--- config.mk ---
export PLATFORM = sky130hd
export DESIGN_NAME = fsm_seq_monitor
export DESIGN_NICKNAME = d
export VERILOG_FILES = /design/src/rtl/fsm_seq_pkg.sv /design/src/rtl/fsm_code_decoder.sv /design/src/rtl/fsm_seq_monitor.sv
export SDC_FILE = /design/constraint.sdc
export NUM_CORES = 1
export LEC_CHECK = 0
export BUFFER_PORTS_ARGS = -buffer_cell sky130_fd_sc_hd__buf_4
export CORE_MARGIN = 1.5
export CORE_UTILIZATION = 40
export CTS_CLUSTER_DIAMETER = 150
export CTS_CLUSTER_SIZE = 10
export DETAILED_ROUTE_END_ITERATION = 16
export HOLD_SLACK_MARGIN = 0.03
export SYNTH_ARGS = -nofsm -noshare
export SYNTH_HDL_FRONTEND = slang
export SYNTH_SLANG_ARGS = --single-unit
export TNS_END_PERCENT = 100
--- constraint.sdc ---
create_clock -name clk -period 2.9 [get_ports clk]
set_input_delay 0 -clock clk [delete_from_list [all_inputs] [get_ports clk]]
set_output_delay 0 -clock clk [all_outputs]
set_load 0.005 [all_outputs]
--- src/rtl/fsm_seq_pkg.sv ---
// Shared definitions for the five-state sequencer monitor: output code map,
// decoded index type and the monitor's tracking states.
package fsm_seq_pkg;

  localparam int NUM_STATES = 5;
  localparam int CODE_W     = 6;

  typedef logic [2:0] idx_t;

  localparam idx_t IDX_FIRST   = 3'd0;
  localparam idx_t IDX_THIRD   = 3'd2;
  localparam idx_t IDX_FIFTH   = 3'd4;
  localparam idx_t IDX_ILLEGAL = 3'd7;

  // {out1,out2} as driven by the sequencer in each of its five states
  localparam logic [CODE_W-1:0] CODE_FIRST  = 6'b011_010;
  localparam logic [CODE_W-1:0] CODE_SECOND = 6'b101_100;
  localparam logic [CODE_W-1:0] CODE_THIRD  = 6'b010_111;
  localparam logic [CODE_W-1:0] CODE_FOURTH = 6'b110_011;
  localparam logic [CODE_W-1:0] CODE_FIFTH  = 6'b101_010;

  // Packed so a generate loop can slice entry gi with [gi*CODE_W +: CODE_W]
  localparam logic [NUM_STATES*CODE_W-1:0] CODE_TABLE =
    {CODE_FIFTH, CODE_FOURTH, CODE_THIRD, CODE_SECOND, CODE_FIRST};

  typedef enum logic {
    MON_SEARCH = 1'b0,
    MON_TRACK  = 1'b1
  } mon_state_t;

  // The sequencer drives even = idx[0] and odd = ~idx[0] in every legal state
  function automatic logic flags_consistent(input idx_t i, input logic even, input logic odd);
    return (even == i[0]) && (odd == ~i[0]);
  endfunction

endpackage

--- src/rtl/fsm_code_decoder.sv ---
// Combinational decode of the sequencer's {out1,out2} code to a state index;
// unknown codes map to IDX_ILLEGAL with legal deasserted.
module fsm_code_decoder
  import fsm_seq_pkg::*;
(
  input  logic [2:0] out1,
  input  logic [2:0] out2,
  output idx_t       idx,
  output logic       legal
);

  logic [CODE_W-1:0]     code;
  logic [NUM_STATES-1:0] hit;

  assign code = {out1, out2};

  generate
    for (genvar gi = 0; gi < NUM_STATES; gi++) begin : g_hit
      assign hit[gi] = (code == CODE_TABLE[gi*CODE_W +: CODE_W]);
    end
  endgenerate

  // Codes are distinct, so at most one hit bit is ever set
  always_comb begin
    idx = IDX_ILLEGAL;
    for (int i = 0; i < NUM_STATES; i++) begin
      if (hit[i]) begin
        idx = idx_t'(i);
      end
    end
  end

  assign legal = |hit;

endmodule

--- src/rtl/fsm_seq_monitor.sv ---
// Passive checker for the five-state sequencer: locks onto its output code,
// predicts each next state and flags illegal codes/transitions.
// Optional odd/even flag checking: define FSM_SEQ_MONITOR_PARITY_EN.
module fsm_seq_monitor
  import fsm_seq_pkg::*;
#(
  parameter int CNT_W = 8
) (
  input  logic             clk,
  input  logic             rst,
  input  logic [2:0]       out1,
  input  logic [2:0]       out2,
  input  logic             even,
  input  logic             odd,
  input  logic             pause,
  input  logic             restart,
  input  logic             goto_third,
  output logic [2:0]       idx,
  output logic             locked,
  output logic             mismatch,
  output logic             par_err,
  output logic [CNT_W-1:0] err_count,
  output logic [CNT_W-1:0] loop_count
);

  mon_state_t       state_reg;
  idx_t             exp_reg;
  idx_t             idx_reg;
  logic             locked_reg;
  logic             mismatch_reg;
  logic [CNT_W-1:0] err_count_reg;
  logic [CNT_W-1:0] loop_count_reg;

  idx_t             cur_idx;
  logic             cur_legal;
  idx_t             exp_next;
  logic             mismatch_now;
  logic             par_now;
  logic             loop_now;
  logic [1:0]       err_inc;
  logic [CNT_W:0]   err_sum;
  logic [CNT_W-1:0] err_count_next;
  logic [CNT_W-1:0] loop_count_next;

  fsm_code_decoder u_dec (
    .out1  (out1),
    .out2  (out2),
    .idx   (cur_idx),
    .legal (cur_legal)
  );

  // Sequencer transition rule; only consulted for legal indices
  function automatic idx_t next_idx(input idx_t cur, input logic rs, input logic ps, input logic gt);
    idx_t n;
    n = cur;
    if (cur == IDX_FIRST) begin
      n = (rs | ps) ? IDX_FIRST : idx_t'(1);
    end else if (cur == IDX_FIFTH) begin
      n = rs ? IDX_FIRST : (gt ? IDX_THIRD : IDX_FIFTH);
    end else if (rs) begin
      n = IDX_FIRST;
    end else if (!ps) begin
      n = cur + idx_t'(1);
    end
    return n;
  endfunction

  assign exp_next     = next_idx(cur_idx, restart, pause, goto_third);
  assign mismatch_now = (state_reg == MON_TRACK) && (!cur_legal || (cur_idx != exp_reg));
  assign loop_now     = (state_reg == MON_TRACK) && !mismatch_now &&
                        (idx_reg == IDX_FIFTH) && (cur_idx == IDX_THIRD);

`ifdef FSM_SEQ_MONITOR_PARITY_EN
  logic par_err_reg;

  assign par_now = cur_legal && !flags_consistent(cur_idx, even, odd);

  always_ff @(posedge clk or posedge rst) begin
    if (rst) begin
      par_err_reg <= 1'b0;
    end else begin
      par_err_reg <= par_now;
    end
  end

  assign par_err = par_err_reg;
`else
  logic unused_flags;

  assign unused_flags = even ^ odd;
  assign par_now      = 1'b0;
  assign par_err      = 1'b0;
`endif

  // A cycle carrying both a mismatch and a parity error counts twice
  assign err_inc = {1'b0, mismatch_now} + {1'b0, par_now};
  assign err_sum = {1'b0, err_count_reg} + (CNT_W+1)'(err_inc);

  always_comb begin
    err_count_next  = err_sum[CNT_W] ? '1 : err_sum[CNT_W-1:0];
    loop_count_next = loop_count_reg;
    if (loop_now && (loop_count_reg != '1)) begin
      loop_count_next = loop_count_reg + CNT_W'(1);
    end
  end

  always_ff @(posedge clk or posedge rst) begin
    if (rst) begin
      state_reg      <= MON_SEARCH;
      exp_reg        <= IDX_FIRST;
      idx_reg        <= IDX_ILLEGAL;
      locked_reg     <= 1'b0;
      mismatch_reg   <= 1'b0;
      err_count_reg  <= '0;
      loop_count_reg <= '0;
    end else begin
      idx_reg        <= cur_idx;
      mismatch_reg   <= mismatch_now;
      err_count_reg  <= err_count_next;
      loop_count_reg <= loop_count_next;
      case (state_reg)
        MON_SEARCH: begin
          if (cur_legal) begin
            exp_reg    <= exp_next;
            state_reg  <= MON_TRACK;
            locked_reg <= 1'b1;
          end
        end
        MON_TRACK: begin
          // The offending sample is discarded; re-lock waits for the next legal code
          if (mismatch_now) begin
            state_reg  <= MON_SEARCH;
            locked_reg <= 1'b0;
          end else begin
            exp_reg <= exp_next;
          end
        end
      endcase
    end
  end

  assign idx        = idx_reg;
  assign locked     = locked_reg;
  assign mismatch   = mismatch_reg;
  assign err_count  = err_count_reg;
  assign loop_count = loop_count_reg;

endmodule

==> impl_metrics.prom, run 1 <==
# TYPE chip_impl_metric gauge
chip_impl_info{name="clock_tree.root_cell",value="clkbuf_8"} 1
chip_impl_metric{name="number_of_distinct_library_cells_after_synthesis",unit=""} 47
chip_impl_metric{name="slew_violations",unit=""} 0
chip_impl_info{name="criticalPathCategory",value="reg -> reg"} 1
chip_impl_metric{name="flip_flop_and_latch_count_after_synthesis",unit=""} 25
chip_impl_info{name="cp-start-kind",value="flip-flop"} 1
chip_impl_metric{name="buffer_ports.inserted",unit=""} 31
chip_impl_metric{name="totalNegativeSetupSlack",unit="ps"} 0
chip_impl_metric{name="ant_nets_after_route",unit=""} 0
chip_impl_metric{name="total_length_of_routed_wires",unit="µm"} 3010
chip_impl_metric{name="final_min_period_over_clock_period",unit="%"} 80.14
chip_impl_metric{name="grt_pass1_vias",unit=""} 1141
chip_impl_info{name="run_status",value="completed"} 1
chip_impl_metric{name="drcViolationCount",unit=""} 0
chip_impl_info{name="timing.hold.worst.class",value="in -> reg"} 1
chip_impl_metric{name="critical_path_required",unit="ps"} 3050
chip_impl_metric{name="synth_top_area_share",unit="%"} 36.21
chip_impl_metric{name="num_vias",unit=""} 1178
chip_impl_metric{name="fillers",unit=""} 344
chip_impl_metric{name="critical_path_buf_inv_count",unit=""} 1
chip_impl_metric{name="clkSinkCount",unit=""} 25
chip_impl_metric{name="power.static_leakage",unit="nW"} 0.8971
chip_impl_metric{name="ios",unit=""} 35
chip_impl_metric{name="rows",unit=""} 22
chip_impl_metric{name="grt_first_pass_wirelength",unit="µm"} 5264
chip_impl_metric{name="irDropWorstVdd",unit="V"} 0.0001665
chip_impl_metric{name="clk_latency",unit="ps"} 260
chip_impl_metric{name="postCtsSetupRepairBufs",unit=""} 0
chip_impl_info{name="timing.critical_path.max_delay_family",value="simple AND/OR/NAND/NOR gates"} 1
chip_impl_info{name="crit_path_cell_trace",value="inv_1, o2111ai_1, a21oi_1, o21bai_4, and2_1, ha_1, ha_1, nand2_1, nor2_1, nand3_1, nand2b_1"} 1
chip_impl_info{name="synth_largest_area_cell",value="dfrtp_1"} 1
chip_impl_metric{name="synth_enable_flop_cells",unit=""} 0
chip_impl_metric{name="r2r.worst_path.cells",unit=""} 11
chip_impl_info{name="worst_path_max_delay_cell",value="dfrtp_1"} 1
chip_impl_info{name="synth_top_cells_by_area",value="dfrtp_1, xor2_1, dfstp_2"} 1
chip_impl_metric{name="max_freq",unit="MHz"} 430.3
chip_impl_metric{name="ff2ff_setup_slack",unit="ps"} 580
chip_impl_metric{name="final-setup-viol-count",unit=""} 0
chip_impl_metric{name="crit_path_max_fanout",unit=""} 9
chip_impl_info{name="dominantRegCellSynth",value="dfrtp_1"} 1
chip_impl_metric{name="pre_cts_ws",unit="ps"} 429.7
chip_impl_metric{name="cts_htree_levels",unit=""} 1
chip_impl_metric{name="max-slew-margin-rel",unit="%"} 38.15
chip_impl_info{name="final_common_cell",value="buf_4"} 1
chip_impl_metric{name="core-area",unit="µm²"} 3661
chip_impl_metric{name="skew",unit="ps"} 2.398
chip_impl_metric{name="clock_transition_at_the_registers_of_the_reported_paths",unit="ps"} 80
chip_impl_metric{name="tightest_slew",unit="ps"} 926.7
chip_impl_metric{name="wire_per_inst",unit="µm"} 13.20
chip_impl_metric{name="antenna-diode-count",unit=""} 0
chip_impl_metric{name="viasPerCell",unit=""} 5.167
chip_impl_metric{name="dieArea",unit="µm²"} 4180
chip_impl_info{name="tritoncts",value="done"} 1
chip_impl_metric{name="synthesis.instances",unit=""} 146
chip_impl_metric{name="yosysSeqAreaShare",unit="%"} 41.40
chip_impl_metric{name="whs",unit="ps"} 136.9
chip_impl_info{name="end_kind",value="flip-flop"} 1
chip_impl_metric{name="post-layout-total-power",unit="mW"} 0.9603
chip_impl_metric{name="wp_depth",unit=""} 11
chip_impl_metric{name="cts-buffers-inserted",unit=""} 3
chip_impl_metric{name="syn-cell-area",unit="µm²"} 1520
chip_impl_metric{name="first_pass_iters",unit=""} 4
chip_impl_metric{name="finalHoldViolCount",unit=""} 0
chip_impl_metric{name="avgSynthCellArea",unit="µm²"} 10.41
chip_impl_metric{name="finalCoreUtilization",unit="%"} 50.55
chip_impl_metric{name="final_worst_slack",unit="ps"} 575.9
chip_impl_metric{name="initial_core_util",unit="%"} 41.52
chip_impl_metric{name="critical-path-max-stage-delay",unit="ps"} 390
chip_impl_info{name="path_common_cell",value="ha_1"} 1
chip_impl_metric{name="final_period_minus_worst_setup_slack",unit="ps"} 2324
chip_impl_metric{name="grt.overflow.total",unit=""} 0
chip_impl_metric{name="whs_path_depth",unit=""} 3
chip_impl_metric{name="total_number_of_yosys_warnings",unit=""} 0
chip_impl_metric{name="layout_cell_share_with_drive_strength_beyond_1",unit="%"} 30.00
chip_impl_metric{name="die_w",unit="µm"} 64.65
chip_impl_metric{name="place_congestion",unit=""} 0.7561
chip_impl_metric{name="die_h",unit="µm"} 64.65
chip_impl_metric{name="synthArstFlopShare",unit="%"} 100.0
chip_impl_info{name="most-common-layout-cells",value="buf_4, dfrtp_1, nand3_1, nand2_1"} 1
chip_impl_metric{name="detailedRoute.firstIterationViolations",unit=""} 54
chip_impl_metric{name="pin_count_of_the_biggest_net_entering_global_routing",unit=""} 26
chip_impl_metric{name="max_cap_viol_count",unit=""} 0
chip_impl_metric{name="power_per_cell_area",unit="nW/µm²"} 518.9
chip_impl_metric{name="worst_ep_arrival_time",unit="ps"} 2470
chip_impl_metric{name="antenna_found_initial",unit=""} 0
chip_impl_metric{name="layout-area-overhead-vs-synth",unit="%"} 21.73
chip_impl_metric{name="fin_nets",unit=""} 200
chip_impl_metric{name="synth.net_count",unit=""} 165
chip_impl_metric{name="multiInputGateArea",unit="µm²"} 842.1
chip_impl_metric{name="regArea",unit="µm²"} 629.4
chip_impl_info{name="grt_setup_unrepaired",value="false"} 1
chip_impl_metric{name="dpl.hpwl",unit="µm"} 2263
chip_impl_metric{name="grt_util_all_layers",unit="%"} 16.19
chip_impl_metric{name="clock_path_buffers",unit=""} 2
-- Yosys cell counts, types with 2 or more instances --
cell type   n
and2b_2     2
nand2b_1    2
o211ai_1    2
inv_1       8
mux2_2      2
nor2_1     10
and3b_2     2
mux2_1      2
nor4_1      2
xor2_1     10
xnor2_1     3
nand3_1    12
dfstp_2     3
a21oi_1     3
dfrtp_1    22
nand2_1    12
o21ai_0     2
nor3_1      6
a211oi_1    2
and3_1      3
nor3b_1     4
ha_1        6
nor2b_1     2
-- worst paths after layout --
check / start / to
setup / recovery: exp_reg[2] / err_count[0]
hold / removal: restart / exp_reg[1]
setup reg to reg: exp_reg[2] / err_count[0]
hold reg to reg: loop_count[4] / loop_count[4]
max in group asynchronous: rst / err_count[4]
min in group asynchronous: rst / loop_count[5]
-- layout make-up --
cell class,count,share of cell area [%]
Timing Repair Buffer,32,13.12
Sequential cell,25,34.01
Clock buffer,3,2.231
Clock inverter,1,0.2705
Multi-Input combinational cell,111,45.50
Inverter,8,1.623
Tap cell,48,3.245
-- metrics by stage --
stage | cell area (µm²) | cells
final | 1851 | 228
after global routing | 1851 | 228
after CTS | 1851 | 228
after detailed placement | 1794 | 223
after global placement | 1794 | 223
after floorplan | 1520 | 146
-- repair_timing --
action	in CTS	in global routing
hold endpoints to repair	22	0
hold buffers	1	0
endpoints found under the setup margin	0	0
gates resized for setup	0	0
-- power breakdown --
part | switching [mW] | total, mW | internal (mW) | leakage (nW)
registers | 0.0684 | 0.486 | 0.418 | 0.325
logic | 0.113 | 0.276 | 0.163 | 0.547
clock network | 0.102 | 0.198 | 0.0958 | 0.0255
total | 0.283 | 0.960 | 0.677 | 0.897
-- layer usage --
layer	vias up	part of all wire (%)	global-route usage, %	routed length [µm]
li1	582	-	-	-
met5	-	0	0	0
met2	29	48	27.60	1435
met3	4	3.2	2.083	96
met4	0	1.6	7.181	48
met1	563	47	20.51	1429
-- worst register-to-register path, delay by kind of cell (launching register included) --
kind            cells  cell delay (ps)
flops               1              390
buf+inv             1              110
simple gates        5              680
fa+ha+maj           2              420
compound gates      3              590
-- logic make-up (layout without fill, tap and decap cells) --
| group | after synthesis | after routing | share of synthesized area, % |
|---|---|---|---|
| fa+ha+maj | 6 | 6 | 4.938 |
| flops | 25 | 25 | 41.40 |
| xor+xnor | 13 | 13 | 7.490 |
| simple gates | 65 | 65 | 25.02 |
| compound gates | 21 | 21 | 14.07 |
| buf+inv | 10 | 44 | 3.210 |
| mux | 5 | 5 | 3.621 |
| other cells | 1 | 1 | 0.2467 |
Note: power is estimated with default switching activity, not from simulation.
==> run 2, diff against run 1 <==
Clock period 2.9 ns to 2.15 ns, I/O delays scaled along.
==> run 2 against run 1 <==
- clock skew up 1.9 ps
- first-iteration DRC count up 57%
- flip-flop and latch count unchanged
- clock power up 39%
- hold slack worse by 11 ps
- clock-buffer cell count unchanged
- utilization up 3.2 points
- die area unchanged
- critical path depth down 1
- non-clock buffer count up 13
- critical path type unchanged
- largest power group unchanged
- cell count up 5.7%
- highest routed layer unchanged
==> impl_metrics.prom, run 2 (synthesis gave the netlist of run 1 again) <==
# TYPE chip_impl_metric gauge
chip_impl_info{name="run_status",value="completed"} 1
chip_impl_metric{name="power.internal",unit="mW"} 0.9339
chip_impl_metric{name="critical_path_required",unit="ps"} 2300
chip_impl_metric{name="dpl.hpwl",unit="µm"} 2396
chip_impl_metric{name="core-area",unit="µm²"} 3661
chip_impl_metric{name="totalNegativeSetupSlack",unit="ps"} 0
chip_impl_metric{name="rows",unit=""} 22
chip_impl_metric{name="worst_ep_arrival_time",unit="ps"} 2150
chip_impl_metric{name="initial_core_util",unit="%"} 41.52
chip_impl_info{name="timing.hold.worst.class",value="in -> reg"} 1
chip_impl_metric{name="ant_nets_after_route",unit=""} 0
chip_impl_metric{name="antenna-diode-count",unit=""} 0
chip_impl_info{name="grt_setup_unrepaired",value="false"} 1
chip_impl_metric{name="clkSinkCount",unit=""} 25
chip_impl_metric{name="r2r.worst_path.cells",unit=""} 10
chip_impl_metric{name="clk_latency",unit="ps"} 260
chip_impl_metric{name="swShare",unit="%"} 30.83
chip_impl_metric{name="pin_count_of_the_biggest_net_entering_global_routing",unit=""} 26
chip_impl_info{name="timing.critical_path.max_delay_family",value="adder cells"} 1
chip_impl_metric{name="slew_violations",unit=""} 0
chip_impl_metric{name="critical-path-max-stage-delay",unit="ps"} 400
chip_impl_metric{name="layout_cell_share_with_drive_strength_beyond_1",unit="%"} 37.82
chip_impl_info{name="tritoncts",value="done"} 1
chip_impl_info{name="path_common_cell",value="ha_1"} 1
chip_impl_metric{name="share_clk_of_total_power",unit="%"} 20.5
chip_impl_metric{name="layout-area-overhead-vs-synth",unit="%"} 29.47
chip_impl_metric{name="viasPerCell",unit=""} 5.079
chip_impl_metric{name="wp_depth",unit=""} 10
chip_impl_info{name="criticalPathCategory",value="reg -> reg"} 1
chip_impl_metric{name="max_cap_viol_count",unit=""} 0
chip_impl_metric{name="grt_first_pass_wirelength",unit="µm"} 5340
chip_impl_metric{name="finalHoldViolCount",unit=""} 0
chip_impl_metric{name="seq_power_share",unit="%"} 49.4
chip_impl_metric{name="grt.overflow.total",unit=""} 0
chip_impl_metric{name="final_min_period_over_clock_period",unit="%"} 92.71
chip_impl_metric{name="detailedRoute.firstIterationViolations",unit=""} 85
chip_impl_info{name="end_kind",value="flip-flop"} 1
chip_impl_metric{name="max_freq",unit="MHz"} 501.7
chip_impl_metric{name="grt_util_all_layers",unit="%"} 16.19
chip_impl_metric{name="critical_path_buf_inv_count",unit=""} 1
chip_impl_metric{name="die_w",unit="µm"} 64.65
chip_impl_info{name="clock_tree.root_cell",value="clkbuf_8"} 1
chip_impl_metric{name="final_period_minus_worst_setup_slack",unit="ps"} 1993
chip_impl_metric{name="wire_per_inst",unit="µm"} 13.12
chip_impl_metric{name="multiInputGateArea",unit="µm²"} 862.1
chip_impl_info{name="final_common_cell",value="buf_4"} 1
chip_impl_metric{name="num_vias",unit=""} 1224
chip_impl_metric{name="die_h",unit="µm"} 64.65
chip_impl_metric{name="regArea",unit="µm²"} 629.4
chip_impl_metric{name="fillers",unit=""} 354
chip_impl_info{name="cp-start-kind",value="flip-flop"} 1
chip_impl_metric{name="irDropWorstVdd",unit="V"} 0.0002634
chip_impl_metric{name="total_length_of_routed_wires",unit="µm"} 3163
chip_impl_info{name="most-common-layout-cells",value="buf_4, dfrtp_1, nand3_1, nand2_1, xor2_1"} 1
chip_impl_metric{name="first_pass_iters",unit=""} 4
chip_impl_metric{name="grt_pass1_vias",unit=""} 1188
chip_impl_metric{name="fin_nets",unit=""} 213
chip_impl_metric{name="clock_transition_at_the_registers_of_the_reported_paths",unit="ps"} 90
chip_impl_metric{name="drcViolationCount",unit=""} 0
chip_impl_metric{name="cts_htree_levels",unit=""} 1
chip_impl_info{name="worst_path_max_delay_cell",value="dfrtp_1"} 1
chip_impl_info{name="crit_path_cell_trace",value="inv_2, o2111ai_2, a21oi_2, o21bai_4, and2_1, ha_1, ha_1, nand2_2, nand2_1, mux2_2"} 1
chip_impl_metric{name="tightest_slew",unit="ps"} 927.2
chip_impl_metric{name="final_cell_count_no_fill",unit=""} 241
chip_impl_metric{name="place.detailed.instances",unit=""} 236
chip_impl_metric{name="whs_path_depth",unit=""} 3
chip_impl_metric{name="cts-buffers-inserted",unit=""} 3
chip_impl_metric{name="skew",unit="ps"} 4.279
chip_impl_metric{name="power.share.combinational",unit="%"} 30.1
chip_impl_metric{name="clock_path_buffers",unit=""} 2
chip_impl_metric{name="buffer_ports.inserted",unit=""} 31
chip_impl_metric{name="ios",unit=""} 35
chip_impl_metric{name="power_per_cell_area",unit="nW/µm²"} 686.0
chip_impl_metric{name="dieArea",unit="µm²"} 4180
chip_impl_metric{name="max-slew-margin-rel",unit="%"} 38.12
chip_impl_metric{name="p_switching",unit="mW"} 0.4163
chip_impl_metric{name="power.static_leakage",unit="nW"} 0.9615
chip_impl_metric{name="antenna_found_initial",unit=""} 0
chip_impl_metric{name="final-setup-viol-count",unit=""} 0
chip_impl_metric{name="crit_path_max_fanout",unit=""} 3
chip_impl_metric{name="place_congestion",unit=""} 0.7805
chip_impl_metric{name="finalCoreUtilization",unit="%"} 53.76
## run 2: layout make-up
cell class                 count  area share, %
timing repair buffer          45          17.29
clock buffer                   3          2.098
inverter                       8          1.526
sequential                    25          31.98
clock inverter                 1         0.2543
multi-input combinational    111          43.80
tap                           48          3.051
## run 2: tightest hold or removal path, cell delays in order
cell    delay [ps]
buf_4          130
nor2_1         100
mux2_1         130
## run 2: repair_timing
action                                  CTS  global route
pin swaps                                 0             1
resized for setup                         1             5
endpoints found under the setup margin    1             8
setup buffers                             0             0
hold buffers                              1             0
cloned                                    0             0
hold endpoints to repair                 22             0
## run 2: through the flow
step | worst slack, ps | total power, mW | area [µm²] | hold slack [ps]
after floorplan | 120.8 | 0.8676 | 1520 | 25.10
after global placement | 1.688 | 1.052 | 1892 | 250.9
after detailed placement | -137.6 | 1.070 | 1892 | 269.6
after CTS | 52.64 | 1.355 | 1952 | 129.5
after global routing | 3.140 | 1.433 | 1968 | 156.3
final | 156.7 | 1.350 | 1968 | 125.7
## run 2: path summary, 6_finish.rpt
path,start,end,slack (ps)
max,exp_reg[2],err_count[7],160
min,restart,exp_reg[1],130
max reg2reg,exp_reg[2],err_count[7],160
min reg2reg,loop_count[7],loop_count[7],490
max in group asynchronous,rst,err_count[1],1090
min in group asynchronous,rst,loop_count[4],500
## run 2: layer usage
| layer | part of all wire [%] | global-route usage, % | up-vias | routed length, µm |
|---|---|---|---|---|
| li1 | - | - | 612 | - |
| met3 | 3.0 | 1.563 | 2 | 96 |
| met4 | 0.85 | 5.585 | 0 | 27 |
| met2 | 51 | 28.78 | 30 | 1604 |
| met5 | 0 | 0 | - | 0 |
| met1 | 45 | 20.48 | 580 | 1435 |
## run 2: power groups by stage
stage | clock (mW) | sequential (mW) | combinational (mW)
2_1_floorplan | 0 | 0.650 | 0.217
3_3_place_gp | 0 | 0.661 | 0.390
3_5_place_dp | 0 | 0.667 | 0.403
4_1_cts | 0.283 | 0.663 | 0.408
5_1_grt | 0.305 | 0.680 | 0.448
6_report | 0.276 | 0.667 | 0.407
==> run 3, diff against run 2 <==
Settings changed: BUFFER_PORTS_ARGS -buffer_cell sky130_fd_sc_hd__buf_4 to not set, DONT_BUFFER_PORTS set to 1.
==> run 3 against run 2 <==
- via count down 10%
- final area is 14% lower
- critical path depth decreased by 1
- cell count decreased by 15%
- critical path type unchanged
==> impl_metrics.prom, run 3 (synthesis gave the netlist of run 1 again) <==
# TYPE chip_impl_metric gauge
chip_impl_metric{name="layout_cell_share_with_drive_strength_beyond_1",unit="%"} 20.51
chip_impl_metric{name="layout-area-overhead-vs-synth",unit="%"} 11.28
chip_impl_metric{name="total_length_of_routed_wires",unit="µm"} 2904
chip_impl_metric{name="skew",unit="ps"} 4.214
chip_impl_info{name="final_common_cell",value="dfrtp_1"} 1
chip_impl_metric{name="totalNegativeSetupSlack",unit="ps"} 0
chip_impl_info{name="layer_with_the_highest_usage_after_global_routing",value="met2"} 1
chip_impl_metric{name="post-layout-total-power",unit="mW"} 1.200
chip_impl_metric{name="final-setup-viol-count",unit=""} 0
chip_impl_info{name="timing.hold.worst.class",value="in -> reg"} 1
chip_impl_metric{name="final_period_minus_worst_setup_slack",unit="ps"} 2016
chip_impl_metric{name="clock_transition_at_the_registers_of_the_reported_paths",unit="ps"} 80
chip_impl_info{name="cp-start-kind",value="flip-flop"} 1
chip_impl_metric{name="cts_htree_levels",unit=""} 1
chip_impl_metric{name="final_worst_slack",unit="ps"} 133.8
chip_impl_metric{name="die_h",unit="µm"} 64.65
chip_impl_info{name="tritoncts",value="done"} 1
chip_impl_metric{name="rows",unit=""} 22
chip_impl_metric{name="globalRouteMet2Util",unit="%"} 26.30
chip_impl_metric{name="clock_path_buffers",unit=""} 2
chip_impl_metric{name="pre_cts_ws",unit="ps"} -71.84
chip_impl_metric{name="pin_count_of_the_biggest_net_entering_global_routing",unit=""} 26
chip_impl_info{name="most-common-layout-cells",value="dfrtp_1, nand3_1, nand2_1"} 1
chip_impl_metric{name="buffer_ports.inserted",unit=""} 0
chip_impl_metric{name="crit_path_max_fanout",unit=""} 6
chip_impl_metric{name="final_min_period_over_clock_period",unit="%"} 93.78
chip_impl_metric{name="num_vias",unit=""} 1097
chip_impl_metric{name="power_per_cell_area",unit="nW/µm²"} 709.3
chip_impl_metric{name="first_pass_iters",unit=""} 4
chip_impl_info{name="criticalPathCategory",value="reg -> reg"} 1
chip_impl_metric{name="tightest_slew",unit="ps"} 899.5
chip_impl_metric{name="viasPerCell",unit=""} 5.377
chip_impl_metric{name="ios",unit=""} 35
chip_impl_metric{name="p_switching",unit="mW"} 0.3607
chip_impl_metric{name="die_w",unit="µm"} 64.65
chip_impl_metric{name="dieArea",unit="µm²"} 4180
chip_impl_metric{name="wire_per_inst",unit="µm"} 14.24
chip_impl_metric{name="finalHoldViolCount",unit=""} 0
chip_impl_metric{name="cts-buffers-inserted",unit=""} 3
chip_impl_info{name="end_kind",value="flip-flop"} 1
chip_impl_metric{name="core-area",unit="µm²"} 3661
chip_impl_metric{name="max-slew-margin-rel",unit="%"} 39.97
chip_impl_metric{name="detailedRoute.firstIterationViolations",unit=""} 45
chip_impl_metric{name="irDropWorstVdd",unit="V"} 0.0002236
chip_impl_info{name="run_status",value="completed"} 1
chip_impl_metric{name="worst_ep_arrival_time",unit="ps"} 2210
chip_impl_info{name="clock_tree.root_cell",value="clkbuf_8"} 1
chip_impl_metric{name="place.detailed.instances",unit=""} 197
chip_impl_metric{name="final_cell_count_no_fill",unit=""} 204
chip_impl_metric{name="share_clk_of_total_power",unit="%"} 22.4
chip_impl_metric{name="max_freq",unit="MHz"} 496.0
chip_impl_metric{name="swShare",unit="%"} 30.06
chip_impl_metric{name="grt_pass1_vias",unit=""} 1147
chip_impl_metric{name="grt.overflow.total",unit=""} 0
chip_impl_metric{name="grt_use_met3",unit="%"} 5.035
chip_impl_metric{name="drcViolationCount",unit=""} 0
chip_impl_metric{name="place_congestion",unit=""} 0.7826
chip_impl_metric{name="seq_power_share",unit="%"} 56.2
chip_impl_metric{name="clkSinkCount",unit=""} 25
chip_impl_metric{name="fin_nets",unit=""} 176
chip_impl_metric{name="slew_violations",unit=""} 0
chip_impl_metric{name="antenna_found_initial",unit=""} 0
chip_impl_metric{name="initial_core_util",unit="%"} 41.52
chip_impl_metric{name="antenna-diode-count",unit=""} 0
chip_impl_metric{name="power.internal",unit="mW"} 0.8392
chip_impl_metric{name="grt_util_all_layers",unit="%"} 15.29
chip_impl_metric{name="ant_nets_after_route",unit=""} 0
chip_impl_metric{name="power.static_leakage",unit="nW"} 0.7706
chip_impl_metric{name="max_cap_viol_count",unit=""} 0
chip_impl_metric{name="critical_path_required",unit="ps"} 2350
chip_impl_metric{name="globalRouteMet1Util",unit="%"} 17.71
chip_impl_metric{name="fillers",unit=""} 353
chip_impl_metric{name="power.share.combinational",unit="%"} 21.4
chip_impl_metric{name="dpl.hpwl",unit="µm"} 2156
chip_impl_metric{name="grt_first_pass_wirelength",unit="µm"} 5126
chip_impl_metric{name="clk_latency",unit="ps"} 260
run 3: cell count changes in the layout (fill, tap and decap cells not counted):
cell / delta
buf_4: -39
clkbuf_1: +1
clkinv_2: -1
dlygate4sd3_1: +2
nor2_1: +1
nor2_2: -1
run 3: worst paths after layout:
| path | from | end | slack, ps | cells past startpoint |
|---|---|---|---|---|
| min in group asynchronous | rst | loop_count[3] | 370 | 2 |
| max in group asynchronous | rst | err_count[3] | 1230 | 2 |
| hold reg to reg | loop_count[4] | loop_count[4] | 510 | 1 |
| hold / removal | out1[2] | locked | 40 | 2 |
| setup / recovery | exp_reg[1] | err_count[1] | 130 | 9 |
| setup reg to reg | exp_reg[1] | err_count[1] | 130 | 9 |
run 3: routing by layer:
metal | wire [µm] | vias up
met2 | 1429 | 30
li1 | - | 534
met3 | 180 | 2
met1 | 1265 | 531
met5 | 0 | -
met4 | 28 | 0
run 3: power by group through the flow:
stage | sequential (mW) | combinational [mW] | clock (mW)
4_1_cts | 0.674 | 0.256 | 0.279
6_report | 0.675 | 0.256 | 0.269
3_3_place_gp | 0.675 | 0.241 | 0
5_1_grt | 0.693 | 0.293 | 0.297
2_1_floorplan | 0.650 | 0.217 | 0
3_5_place_dp | 0.682 | 0.247 | 0
run 3: what timing repair did:
item                                    4_1_cts  5_1_grt
setup buffers                                 0        0
hold endpoints to repair                     26        0
endpoints found under the setup margin        6        7
pin swaps                                     0        2
resized for setup                             1        4
hold buffers                                  3        0
run 3: final cells by class:
| type | count | area, µm² | area share [%] |
|---|---|---|---|
| Multi-Input combinational cell | 111 | 859.6 | 50.81 |
| Sequential cell | 25 | 629.4 | 37.20 |
| Timing Repair Buffer | 8 | 67.56 | 3.994 |
| Tap cell | 48 | 60.06 | 3.550 |
| Clock buffer | 4 | 45.04 | 2.663 |
| Inverter | 8 | 30.03 | 1.775 |
run 3: stage by stage:
step           instance area, µm²  hold WS [ps]  utilization, %
5_1_grt                      1692         53.78           46.21
2_1_floorplan                1520         25.10               -
4_1_cts                      1678         31.69           45.83
3_5_place_dp                 1599         135.5           43.68
6_report                     1692         44.11           46.21
3_3_place_gp                 1599         134.8           43.68
run 3: critical path, stage by stage, from the launching register on:
cell	delay, ps
dfrtp_1	400
xnor2_1	230
o21bai_4	160
and2_1	170
ha_1	170
ha_1	230
nand2_2	80
nor2_1	220
nand3_2	180
nand2b_1	110
